`config.mk`:
```
export PLATFORM = sky130hd
export DESIGN_NAME = mem_port_arb
export DESIGN_NICKNAME = d
export VERILOG_FILES = /design/src/rtl/mem_arb_pkg.sv /design/src/rtl/sat_counter.sv /design/src/rtl/mem_port_arb.sv
export SDC_FILE = /design/constraint.sdc
export NUM_CORES = 1
export LEC_CHECK = 0
export CAP_MARGIN = 25
export CORE_MARGIN = 4
export CORE_UTILIZATION = 38
export DETAILED_ROUTE_END_ITERATION = 8
export PLACE_DENSITY = 0.87
export SYNTH_ARGS = -nofsm -noshare
export SYNTH_HDL_FRONTEND = slang
export SYNTH_HIERARCHICAL = 1
export SYNTH_SLANG_ARGS = --single-unit
```
`constraint.sdc`:
```
create_clock -name clk -period 2.3 [get_ports clk]
set_clock_uncertainty 0.05 [all_clocks]
set_input_delay 0.46 -clock clk [delete_from_list [all_inputs] [get_ports clk]]
set_output_delay 0.46 -clock clk [all_outputs]
set_load 0.005 [all_outputs]
```
`src/rtl/mem_arb_pkg.sv`:
```
// Shared types and encodings for the instruction/data memory port arbiter.
// Holds the FSM state enum, access-size codes, jon bit indices and the alignment rule.
package mem_arb_pkg;

  typedef enum logic [1:0] {
    IDLE   = 2'd0,
    F_BUSY = 2'd1,
    D_BUSY = 2'd2
  } arb_state_e;

  localparam logic [1:0] SZ_B = 2'd0;
  localparam logic [1:0] SZ_H = 2'd1;
  localparam logic [1:0] SZ_W = 2'd2;

  localparam int JON_DEC = 0;
  localparam int JON_EX  = 1;
  localparam int JON_WB  = 2;

  // Size code 3 is never legal, so it is treated the same as a misaligned address.
  function automatic logic misaligned(input logic [1:0] size, input logic [1:0] addr_lo);
    logic bad;
    case (size)
      SZ_B:    bad = 1'b0;
      SZ_H:    bad = addr_lo[0];
      SZ_W:    bad = (addr_lo != 2'b00);
      default: bad = 1'b1;
    endcase
    return bad;
  endfunction

endpackage

```
`src/rtl/sat_counter.sv`:
```
// Saturating up-counter with synchronous clear; it holds at all-ones instead
// of wrapping back to zero.
module sat_counter #(
  parameter int CW = 16
) (
  input  logic          clk,
  input  logic          rst_n,
  input  logic          inc,
  input  logic          clr,
  output logic [CW-1:0] cnt
);

  logic [CW-1:0] cnt_q, cnt_d;

  always_comb begin
    cnt_d = cnt_q;
    if (clr)
      cnt_d = '0;
    else if (inc && (cnt_q != {CW{1'b1}}))
      cnt_d = cnt_q + CW'(1);
  end

  always_ff @(posedge clk or negedge rst_n) begin
    if (!rst_n) cnt_q <= '0;
    else        cnt_q <= cnt_d;
  end

  assign cnt = cnt_q;

endmodule

```
`src/rtl/mem_port_arb.sv`:
```
// Arbitrates the single shared memory port between fetch and the data stage.
// Data accesses take priority over fetches, and only one transaction is outstanding at a time.
//
// state  | meaning
// IDLE   | no transaction outstanding; arbitrate between data and fetch requests
// F_BUSY | fetch request issued to memory; waiting for mem_ack
// D_BUSY | data load/store issued to memory; waiting for mem_ack
module mem_port_arb
  import mem_arb_pkg::*;
#(
  parameter int AW = 32,
  parameter int DW = 32,
  parameter int CW = 16
) (
  input  logic          clk,
  input  logic          rst_n,
  input  logic [2:0]    jon,
  input  logic          if_req,
  input  logic [AW-1:0] if_addr,
  output logic [DW-1:0] if_rdata,
  output logic          if_valid,
  input  logic          d_req,
  input  logic          d_we,
  input  logic [1:0]    d_size,
  input  logic [AW-1:0] d_addr,
  input  logic [DW-1:0] d_wdata,
  output logic [DW-1:0] d_rdata,
  output logic          d_valid,
  output logic          d_err,
  output logic          mem_req,
  output logic          mem_we,
  output logic [1:0]    mem_size,
  output logic [AW-1:0] mem_addr,
  output logic [DW-1:0] mem_wdata,
  input  logic          mem_ack,
  input  logic [DW-1:0] mem_rdata,
  output logic          stall_f,
  output logic          stall_m,
  output logic          proto_err,
  output logic [CW-1:0] stall_cnt
);

  arb_state_e    state_q, state_d;
  logic          mem_req_q, mem_req_d;
  logic          mem_we_q, mem_we_d;
  logic [1:0]    mem_size_q, mem_size_d;
  logic [AW-1:0] mem_addr_q, mem_addr_d;
  logic [DW-1:0] mem_wdata_q, mem_wdata_d;
  logic [DW-1:0] if_rdata_q, if_rdata_d;
  logic [DW-1:0] d_rdata_q, d_rdata_d;
  logic          if_valid_q, if_valid_d;
  logic          d_valid_q, d_valid_d;
  logic          d_err_q, d_err_d;
  logic          proto_err_q, proto_err_d;

  // Decode and writeback flags are carried for the detector interface but not used here.
  logic unused_jon;
  assign unused_jon = jon[JON_DEC] ^ jon[JON_WB];

  always_comb begin
    state_d     = state_q;
    mem_req_d   = mem_req_q;
    mem_we_d    = mem_we_q;
    mem_size_d  = mem_size_q;
    mem_addr_d  = mem_addr_q;
    mem_wdata_d = mem_wdata_q;
    if_rdata_d  = if_rdata_q;
    d_rdata_d   = d_rdata_q;
    if_valid_d  = 1'b0;
    d_valid_d   = 1'b0;
    d_err_d     = 1'b0;
    proto_err_d = proto_err_q | (d_req & ~jon[JON_EX]) | (mem_ack & (state_q == IDLE));

    case (state_q)
      IDLE: begin
        // A requester still holds req during its valid cycle; ignore it there so it is not reissued.
        if (d_req && !d_valid_q) begin
          if (misaligned(d_size, d_addr[1:0])) begin
            d_valid_d = 1'b1;
            d_err_d   = 1'b1;
          end else begin
            state_d     = D_BUSY;
            mem_req_d   = 1'b1;
            mem_we_d    = d_we;
            mem_size_d  = d_size;
            mem_addr_d  = d_addr;
            mem_wdata_d = d_wdata;
          end
        end else if (if_req && !if_valid_q && !jon[JON_EX]) begin
          state_d     = F_BUSY;
          mem_req_d   = 1'b1;
          mem_we_d    = 1'b0;
          mem_size_d  = SZ_W;
          mem_addr_d  = if_addr;
          mem_wdata_d = '0;
        end
      end
      F_BUSY: begin
        if (mem_ack) begin
          state_d    = IDLE;
          mem_req_d  = 1'b0;
          if_valid_d = 1'b1;
          if_rdata_d = mem_rdata;
        end
      end
      D_BUSY: begin
        if (mem_ack) begin
          state_d   = IDLE;
          mem_req_d = 1'b0;
          d_valid_d = 1'b1;
          if (!mem_we_q) d_rdata_d = mem_rdata;
        end
      end
      default: state_d = IDLE;
    endcase
  end

  always_ff @(posedge clk or negedge rst_n) begin
    if (!rst_n) begin
      state_q     <= IDLE;
      mem_req_q   <= 1'b0;
      mem_we_q    <= 1'b0;
      mem_size_q  <= 2'b00;
      mem_addr_q  <= '0;
      mem_wdata_q <= '0;
      if_rdata_q  <= '0;
      d_rdata_q   <= '0;
      if_valid_q  <= 1'b0;
      d_valid_q   <= 1'b0;
      d_err_q     <= 1'b0;
      proto_err_q <= 1'b0;
    end else begin
      state_q     <= state_d;
      mem_req_q   <= mem_req_d;
      mem_we_q    <= mem_we_d;
      mem_size_q  <= mem_size_d;
      mem_addr_q  <= mem_addr_d;
      mem_wdata_q <= mem_wdata_d;
      if_rdata_q  <= if_rdata_d;
      d_rdata_q   <= d_rdata_d;
      if_valid_q  <= if_valid_d;
      d_valid_q   <= d_valid_d;
      d_err_q     <= d_err_d;
      proto_err_q <= proto_err_d;
    end
  end

  assign stall_m = d_req  && !((state_q == D_BUSY) && mem_ack);
  assign stall_f = if_req && !((state_q == F_BUSY) && mem_ack);

  sat_counter #(.CW(CW)) u_stall_cnt (
    .clk   (clk),
    .rst_n (rst_n),
    .inc   (stall_f),
    .clr   (1'b0),
    .cnt   (stall_cnt)
  );

  assign mem_req   = mem_req_q;
  assign mem_we    = mem_we_q;
  assign mem_size  = mem_size_q;
  assign mem_addr  = mem_addr_q;
  assign mem_wdata = mem_wdata_q;
  assign if_rdata  = if_rdata_q;
  assign d_rdata   = d_rdata_q;
  assign if_valid  = if_valid_q;
  assign d_valid   = d_valid_q;
  assign d_err     = d_err_q;
  assign proto_err = proto_err_q;

endmodule

```
==> flow_summary.json <==
{
  "status": "finished clean",
  "fin_crit_ns": 2.14,
  "setup_viol": 0,
  "initial_core_util": 0.385,
  "grt_pass1_wl_um": 29200,
  "clock-sinks": 154,
  "final.fill_count": 1377,
  "hp-class": "reg2reg",
  "p_int_mw": 9.26,
  "ioPinCount": 293,
  "cts.clk_slew.worst_paths_ns": 0.06,
  "synthAdderAreaFrac": 0.00942,
  "num_vias": 5069,
  "netSwitchingFraction": 0.269,
  "fin_cells": 1014,
  "area_growth_pct": 59.4,
  "syn_area_per_cell_um2": 14.5,
  "ff2ff_path_depth": 7,
  "rows": 48,
  "synth_compound_area_frac": 0.0806,
  "clk_latency_ns": 0.41,
  "final_core_utilization": 0.614,
  "hold_depth": 1,
  "crit_path_cell_trace": "inv_2, ha_1, nand2_2, and2_4, buf_4, dlygate4sd2_1",
  "yosysWarningCount": 6,
  "htree_levels": 4,
  "drc_errors": 0,
  "drt_iter0_drc": 209,
  "worstSetupStartpointType": "flop",
  "fp.dieW_um": 140,
  "ir_drop_mv": 0.698,
  "tightest_slew_ns": 0.558,
  "viasPerCell": 5.00,
  "tritoncts": "yes",
  "worst_ep_required_time_ns": 1.79,
  "rsz0062_at_grt": "false",
  "ys_seq_elements": 154,
  "cpPeakStageDelay_ns": 0.40,
  "synth_mux_area_frac": 0.243,
  "grt_overflow": 0,
  "dr.pass1.iters": 4,
  "yosysSeqAreaShare": 0.580,
  "dp_slack_ns": -0.106,
  "dp_cells": 981,
  "antenna_left": 0,
  "p_sw_mw": 3.42,
  "synth_cell_type_count": 47,
  "total_power_mw": 12.7,
  "slew_headroom": 0.625,
  "drv_slew": 0,
  "diodes": 0,
  "antenna_found_initial": 0,
  "avgRoutedWirePerCell_um": 18.3,
  "critical-path-slowest-cell": "dfrtp_1",
  "port_buffers": 290,
  "fmax_mhz": 467,
  "gp_congestion": 0.814,
  "power_density_nw_per_um2": 1200,
  "grt_use_total": 0.187,
  "cp_max_fo": 3,
  "routed_wl_um": 18500,
  "clkPwrFrac": 0.226,
  "grt_pass1_vias": 5372,
  "grt_max_degree": 62,
  "synth_xor_area_frac": 0,
  "syn-num-nets": 603,
  "cap_violations": 0,
  "synthSimpleGateAreaFrac": 0.0580,
  "combPwrFrac": 0.417,
  "final_nets": 921,
  "dieArea_um2": 19700,
  "hold_viol_final": 0,
  "synthCells": 459,
  "cts-buffers-inserted": 17,
  "final.setup.worst_slack_ns": 0.160,
  "cts_buffer_depth": 2,
  "synth_area_um2": 6640,
  "cts_root_buf": "clkbuf_16",
  "synth_top_family_by_area": "multiplexers",
  "finalSetupTns_ns": 0,
  "drive_gt1_frac": 0.233,
  "dp_hpwl_um": 13700,
  "layout_worst_path_cycle_share": 0.930,
  "cp-end-kind": "output pin",
  "criticalPathCategory": "reg2out",
  "pwr-share-seq": 0.358,
  "die_y_um": 140,
  "leakage_nw": 4.60,
  "arrival_ns": 1.63,
  "core_um2": 17200
}
per-stage QoR:
step	hold WS [ns]	area, um^2
3_3_place_gp	0.389	9970
4_1_cts	0.445	10600
2_1_floorplan	0.114	6650
3_5_place_dp	0.395	9970
6_report	0.439	10600
5_1_grt	0.456	10600
timing repair:
action	CTS	global route
gates resized for setup	4	0
hold endpoints to repair	45	0
setup endpoints to repair	2	0
setup buffers	1	0
hold buffers	1	0
logic make-up after synthesis:
family,count (synthesis)
buffers and inverters,35
other,1
AND/OR/NAND/NOR,64
multiplexers,133
AO/OA/AOI/OAI,67
flip-flops,154
adder cells (fa/ha/maj),5
cell usage in the layout (no fill, tap or decap), types with 11 or more instances in the layout:
cell	synthesis	layout
buf_4	0	27
a22o_1	34	34
clkdlybuf4s50_1	0	287
dfrtp_1	154	154
mux2_2	79	79
mux2_1	19	19
a21oi_1	13	13
clkbuf_16	0	17
inv_1	12	11
mux2_4	32	32
worst paths after layout:
| path | start | to | slack (ns) |
|---|---|---|---|
| setup reg to reg | state_q[0]$_DFFE_PN0P_ | mem_addr[28]$_DFFE_PN0P_ | 0.22 |
| hold / removal | d_rdata[27]$_DFFE_PN0P_ | d_rdata[27]$_DFFE_PN0P_ | 0.44 |
| setup / recovery | state_q[1]$_DFFE_PN0P_ | stall_f | 0.16 |
| hold reg to reg | d_rdata[27]$_DFFE_PN0P_ | d_rdata[27]$_DFFE_PN0P_ | 0.44 |
| max in group asynchronous | rst_n | mem_wdata[0]$_DFFE_PN0P_ | 0.98 |
| min in group asynchronous | rst_n | u_stall_cnt/cnt[14]$_DFFE_PN0P_ | 0.52 |
per-layer routing:
layer / up-vias / part of all wire / track usage
met3: 21 / 0.096 / 0.0748
met2: 217 / 0.49 / 0.318
met4: 0 / 0.013 / 0.0500
met1: 2511 / 0.40 / 0.220
li1: 2320 / - / -
met5: - / 0 / 0
synthesized netlist by cell type, drive strengths merged:
cell	n	area [um^2]
a311oi	1	8.76
nand2	9	33.8
nand2b	4	25.0
clkbuf	11	41.3
o21ai	3	15.0
buf	12	98.8
a21oi	13	65.1
nand4	3	33.8
nor4	4	25.0
mux2	130	1580
ha	5	62.6
o22ai	2	12.5
dfrtp	154	3850
a22o	34	298
or3b	1	8.76
a21o	1	7.51
a22oi	2	20.0
or4	6	45.0
o22a	1	8.76
and2	1	6.26
or3	3	23.8
or2	2	15.0
and3b	1	8.76
conb	1	3.75
and3	3	18.8
o41ai	3	26.3
nand3	8	45.0
o31ai	4	30.0
nor2	8	30.0
nor3	5	25.0
a41oi	1	8.76
inv	12	45.0
a21boi	1	18.8
mux2i	3	30.0
nor3b	1	7.51
o21ba	1	16.3
nor2b	4	25.0
nor4b	1	8.76
power groups by stage:
| stage | Combinational, mW | Clock (mW) | Sequential [mW] |
|---|---|---|---|
| floorplan | 2.06 | 0 | 4.60 |
| global placement | 5.24 | 0 | 4.51 |
| detailed placement | 5.33 | 0 | 4.56 |
| CTS | 5.37 | 2.94 | 4.54 |
| global route | 5.67 | 3.06 | 4.69 |
| finish | 5.28 | 2.86 | 4.54 |
registers in the layout (all words and copies together), names as in the netlist, 2 cells and up:
| register | count |
|---|---|
| u_stall_cnt/cnt | 16 |
| mem_wdata | 32 |
| d_rdata | 32 |
| state_q | 2 |
| mem_addr | 32 |
| mem_size | 2 |
| if_rdata | 32 |
worst max-delay path: cells and delay by family (launching register included):
| kind | cells | cell delay, ns |
|---|---|---|
| buffers and inverters | 3 | 0.46 |
| and+or+nand+nor | 2 | 0.22 |
| adders and majority gates | 1 | 0.15 |
| DFF | 1 | 0.40 |
area by class of cell:
class                   instances  area, um^2  area share
inverters                      12        45.0     0.00426
clock inverters                11         145      0.0137
multi-input cells             270        2610       0.246
well taps                     225         282      0.0266
repair buffers                322        3190       0.302
clock buffers                  20         457      0.0431
flip-flops and latches        154        3850       0.364
Power figures use the tool's default switching activity.
